<file path="src/rtl/regfile_sb.sv">
// Multi-read-port register file with a pending-write scoreboard for decode/writeback.
// Define REGFILE_BYPASS_EN to forward same-cycle writeback data and readiness to the read ports.
module regfile_sb #(
  parameter int XLEN     = 32,
  parameter int NREG     = 32,
  parameter int AW       = $clog2(NREG),
  parameter int NRP      = 2,
  parameter int ZERO_REG = 1
) (
  input  logic                clk,
  input  logic                rst_n,
  input  logic [NRP*AW-1:0]   rd_addr,
  output logic [NRP*XLEN-1:0] rd_data,
  output logic [NRP-1:0]      rd_ready,
  input  logic                wr_en,
  input  logic [AW-1:0]       wr_addr,
  input  logic [XLEN-1:0]     wr_data,
  input  logic                iss_en,
  input  logic [AW-1:0]       iss_addr,
  input  logic                flush,
  output logic [AW:0]         pend_cnt
);

  // rd_ready is a level status, not a handshake: 1 means rd_data of that port holds
  // the committed (or forwarded) operand. Strobes have no back-pressure and always land.

  logic [XLEN-1:0] regs [NREG];
  logic [NREG-1:0] pending_q;
  logic [NREG-1:0] pending_d;
  logic [AW:0]     cnt_q;
  logic [AW:0]     cnt_d;
  logic            wr_eff;
  logic            iss_eff;
  logic            cnt_inc;
  logic            cnt_dec;

  assign wr_eff  = rst_n && wr_en && !((ZERO_REG != 0) && (wr_addr == '0));
  assign iss_eff = rst_n && iss_en && !flush && !((ZERO_REG != 0) && (iss_addr == '0));

  // A same-register issue+write leaves the register pending, so it is never a clear.
  always_comb begin
    pending_d = pending_q;
    cnt_d     = cnt_q;
    cnt_inc   = 1'b0;
    cnt_dec   = 1'b0;
    if (flush) begin
      pending_d = '0;
      cnt_d     = '0;
    end else begin
      if (wr_eff)  pending_d[wr_addr]  = 1'b0;
      if (iss_eff) pending_d[iss_addr] = 1'b1;
      cnt_inc = iss_eff && !pending_q[iss_addr];
      cnt_dec = wr_eff && pending_q[wr_addr] && !(iss_eff && (iss_addr == wr_addr));
      cnt_d   = cnt_q + (AW+1)'(cnt_inc) - (AW+1)'(cnt_dec);
    end
  end

  always_ff @(posedge clk) begin
    if (!rst_n) begin
      pending_q <= '0;
      cnt_q     <= '0;
      for (int i = 0; i < NREG; i++) regs[i] <= '0;
    end else begin
      pending_q <= pending_d;
      cnt_q     <= cnt_d;
      if (wr_eff) regs[wr_addr] <= wr_data;
    end
  end

  always_comb begin
    logic [AW-1:0] ra;
    ra       = '0;
    rd_data  = '0;
    rd_ready = '0;
    for (int p = 0; p < NRP; p++) begin
      ra = rd_addr[p*AW +: AW];
      rd_data[p*XLEN +: XLEN] = regs[ra];
      rd_ready[p]             = !pending_q[ra];
`ifdef REGFILE_BYPASS_EN
      if (wr_eff && (wr_addr == ra)) begin
        rd_data[p*XLEN +: XLEN] = wr_data;
        rd_ready[p]             = 1'b1;
      end
`endif
      if ((ZERO_REG != 0) && (ra == '0)) begin
        rd_data[p*XLEN +: XLEN] = '0;
        rd_ready[p]             = 1'b1;
      end
    end
  end

  assign pend_cnt = cnt_q;

endmodule

</file>
<file path="config.mk">
export PLATFORM = sky130hd
export DESIGN_NAME = regfile_sb
export DESIGN_NICKNAME = d
export VERILOG_FILES = /design/src/rtl/regfile_sb.sv
export SDC_FILE = /design/constraint.sdc
export NUM_CORES = 2
export LEC_CHECK = 0
export BUFFER_PORTS_ARGS = -buffer_cell sky130_fd_sc_hd__buf_2
export CORE_ASPECT_RATIO = 0.9
export CORE_MARGIN = 5
export CORE_UTILIZATION = 59
export CTS_BUF_LIST = sky130_fd_sc_hd__clkbuf_8
export CTS_CLUSTER_DIAMETER = 80
export DETAILED_ROUTE_END_ITERATION = 10
export PLACE_DENSITY = 0.81
export SYNTH_ARGS = -nofsm -noshare
export SYNTH_HDL_FRONTEND = slang
export SYNTH_SLANG_ARGS = --single-unit
</file>
<file path="constraint.sdc">
create_clock -name clk -period 3 [get_ports clk]
set_input_delay 0.15 -clock clk [delete_from_list [all_inputs] [get_ports clk]]
set_output_delay 0.15 -clock clk [all_outputs]
set_load 0.02 [all_outputs]
</file>
==> reports/summary.log <==
[run_status] run status finished clean
[synth] synth warn 0
[timing] Period Utilization, post-route 98.92%
[synth] sequential fraction of the synthesis area 55.05%
[synth] area of the mapped netlist 57230 µm²
[finish] Final Core Density 65.86%
[synth] post-synth top area cell sky130_fd_sc_hd__edfxtp_1
[finish] share of layout cells above drive strength 1 28.76%
[drt] vias 40633
[timing] final-report setup violation count 0
[synth] most instantiated flip-flop cell in the synthesis netlist sky130_fd_sc_hd__edfxtp_1
[setup_path] reg-to-reg critical path startpoint pending_q[8]
[clock_tree] CTS tree built
[drt] routed wire length 183000 µm
[drt] starting DRC count in detailed routing 7210
[pwr] leakage power summed over all cells 25.46 nW
[grt] wire length of the first global-routing pass 268400 µm
[setup_path] maximum fanout count along the critical path 2
[die] Initial Utilization 59.40%
[timing] shortest period the worst path allows 2968 ps
[synth] most common cell in the synthesized netlist sky130_fd_sc_hd__and3_1
[flow_run] Maximum Capacitance Violations 0
[setup_path] required time of the worst setup path 2850 ps
[min_path] Min-Delay Path Class input port to flip-flop
[die] core area 96350 µm²
[drt] mean routed wirelength per cell 33.96 µm
[setup_path] critical path startpoint category flip-flop
[clock_tree] CTS max path bufs 3
[grt] Total Routing Usage GR 34.95%
[synth] Synth async-reset ratio 0%
[drt] post-route DRC violation count 0
[synth] number of enable-type register cells in the synthesized netlist 1024
[die] die height 305.5 µm
[timing] number of pins with negative max-slew slack in the final report 0
[timing] slack of the critical path 32.45 ps
[synth] Post-Syn Area per Cell 14.48 µm²
[place] Post-Place Cells 5039
[die] ports placed on the boundary 129
[drt] Antenna Nets Post-Route 0
[pwr] overall power of the completed layout 33.72 mW
[place] Placer Congestion 0.9105
[timing] worst slew slack as a fraction of its limit 11.41%
[timing] endpoints failing hold 0
[finish] net total in the final layout 4050
[finish] filler-free cell count of the finished design 5387
[setup_path] reg-to-reg setup timing slack 140 ps
[place] estimated wirelength of the detail-placed design 105000 µm
[clock_tree] buffer cell driving the clock tree root sky130_fd_sc_hd__clkbuf_8
[clock_tree] total clock buffers created by CTS 167
[setup_path] reg-to-reg endpoint pend_cnt[4]
[setup_path] worst path arrival time 2820 ps
[timing] maximum clock skew at final layout 23.56 ps
[setup_path] Critical Path End Type output port
[grt] largest net degree at the start of global routing 150
[min_path] hold path endpoint pending_q[8]
[clock_tree] H-tree level count 4
[place] placement-stage worst setup slack -197.7 ps
[die] horizontal die dimension 338.3 µm
[pwr] Power per Cell Area 531.3 nW/µm²
[min_path] startpoint of the most critical hold path iss_addr[0]
[synth] library cells used by synthesis 55
[synth] register bit total from synthesis 1062
[synth] largest cells by area after synthesis sky130_fd_sc_hd__edfxtp_1, sky130_fd_sc_hd__mux4_2, sky130_fd_sc_hd__and3_1
[clock_tree] clock transition time at the flip-flop clock pins of the worst setup and hold paths 70 ps
[synth] number of standard cells after synthesis 3953
[grt] via count of the first global-routing pass 40305
[synth] most frequent cells after synthesis sky130_fd_sc_hd__and3_1, sky130_fd_sc_hd__edfxtp_1, sky130_fd_sc_hd__mux4_2, sky130_fd_sc_hd__clkbuf_1, sky130_fd_sc_hd__mux2i_1
[min_path] worst hold path depth 5
[die] Row Count 108
[die] Die Footprint 103300 µm²
[setup_path] startpoint of the worst setup timing path regs[26][30]
[grt] total overflow reported by the global router 0
[timing] peak clock frequency supported by timing 337.0 MHz
[drt] DRT Pass-1 Iters 8
[drt] DR vias/cell 7.543
[setup_path] number of cells on the worst reg-to-reg path 12
[timing] transition time at the pin with the least slew margin 1329 ps
[pwr] maximum ir drop on the vdd rail 0.3815 mV
[finish] Area Overhead vs Synth 10.86%
[clock_tree] number of sinks on the clock net 1062
[synth] Yosys top cell area share 53.73%
[setup_path] Crit Path Class flip-flop to output port
[grt] initial antenna violation count 10
[place] IO Port Bufs 128
[clock_tree] insertion delay to the later sink of the worst-skew pair 860 ps
## state kept, by name, indices dropped and copies added (netlist names)
name       flops
pending_q     32
regs        1024
pend_cnt       6
## how the worst max path moves through the flow
stage	to	slack, ps	cells past startpoint
after floorplan	pend_cnt[4]	80	13
after global placement	pend_cnt[4]	-230	14
final	rd_data[30]	30	5
after detailed placement	pend_cnt[4]	-200	14
after global routing	rd_data[0]	-1	5
after CTS	rd_data[32]	-9	6
## per-stage QoR
stage / instance area [µm²] / hold WS, ps / TNS, ps
finish: 63450 / 98.57 / 0
global route: 63450 / 95.53 / -1.614
CTS: 63360 / 42.32 / -10.83
detailed placement: 59900 / 497.5 / -444.7
global placement: 59900 / 491.2 / -475.4
floorplan: 57360 / 372.9 / 0
## timing repair
item / in CTS / in global routing
hold buffers: 45 / 0
gates resized for setup: 20 / 24
pin swaps: 0 / 2
setup buffers: 0 / 1
endpoints found under the setup margin: 13 / 14
hold endpoints to repair: 1030 / 0
## report_power, final
part	total, mW	switching, mW	leakage (nW)	internal, mW
Clock	11.4	5.93	1.73	5.44
Combinational	4.88	2.90	13.7	1.99
Sequential	17.5	0.412	10.1	17.0
Total	33.7	9.24	25.5	24.5
## critical path: stages, from the launching register on
cell	delay, ps
sky130_fd_sc_hd__edfxtp_1	410
sky130_fd_sc_hd__mux4_2	490
sky130_fd_sc_hd__a22o_1	260
sky130_fd_sc_hd__a211o_1	330
sky130_fd_sc_hd__and3_1	280
sky130_fd_sc_hd__buf_2	210
## cell usage in the layout, fill, tap and decap left out, types with 6 or more instances in the layout
cell type	n
sky130_fd_sc_hd__a221o_1	22
sky130_fd_sc_hd__clkinv_1	43
sky130_fd_sc_hd__o221ai_1	28
sky130_fd_sc_hd__a2bb2oi_1	10
sky130_fd_sc_hd__a21oi_1	31
sky130_fd_sc_hd__dfxtp_1	35
sky130_fd_sc_hd__nor2b_1	14
sky130_fd_sc_hd__nor2b_2	7
sky130_fd_sc_hd__a221oi_1	42
sky130_fd_sc_hd__nor2_1	46
sky130_fd_sc_hd__xor2_1	6
sky130_fd_sc_hd__clkinv_2	11
sky130_fd_sc_hd__buf_12	63
sky130_fd_sc_hd__a211oi_1	35
sky130_fd_sc_hd__mux2i_1	109
sky130_fd_sc_hd__mux4_2	473
sky130_fd_sc_hd__nand2b_1	28
sky130_fd_sc_hd__inv_1	75
sky130_fd_sc_hd__nand3_1	36
sky130_fd_sc_hd__buf_2	116
sky130_fd_sc_hd__nand2_2	32
sky130_fd_sc_hd__a211o_1	29
sky130_fd_sc_hd__ha_1	6
sky130_fd_sc_hd__clkbuf_8	174
sky130_fd_sc_hd__dlygate4sd3_1	45
sky130_fd_sc_hd__and3_1	1022
sky130_fd_sc_hd__nand2_1	70
sky130_fd_sc_hd__mux2_2	101
sky130_fd_sc_hd__nor2b_4	8
sky130_fd_sc_hd__a22oi_1	72
sky130_fd_sc_hd__edfxtp_1	1024
sky130_fd_sc_hd__buf_4	143
sky130_fd_sc_hd__conb_1	32
sky130_fd_sc_hd__diode_2	8
sky130_fd_sc_hd__a22o_1	29
## layer usage
metal | global-route usage (%) | wire length (µm) | vias to the layer above
met3 | 12.22 | 30700 | 667
met2 | 51.57 | 81390 | 3901
met5 | 0 | 53 | -
met4 | 14.54 | 9004 | 8
li1 | - | - | 16017
met1 | 48.17 | 61810 | 20040
## cell families after synthesis
group	synth area share, %
AOI/OAI and AO/OA	4.427
xor gates and xnor gates	0.1377
adders and majority gates	0.1661
buffers and inverters	3.996
DFF	55.05
muxes	22.52
other	0.006552
and+or+nand+nor	13.69
## final cells by class
class | count | area, µm²
well taps | 1265 | 1583
clock buffers | 173 | 2381
fillers | 6382 | 32890
diodes | 8 | 20.02
multi-input cells | 2363 | 23850
clock inverters | 124 | 580.6
repair buffers | 374 | 3462
flip-flops and latches | 1062 | 31510
inverters | 18 | 67.56
(Power assumes the default switching activity.)
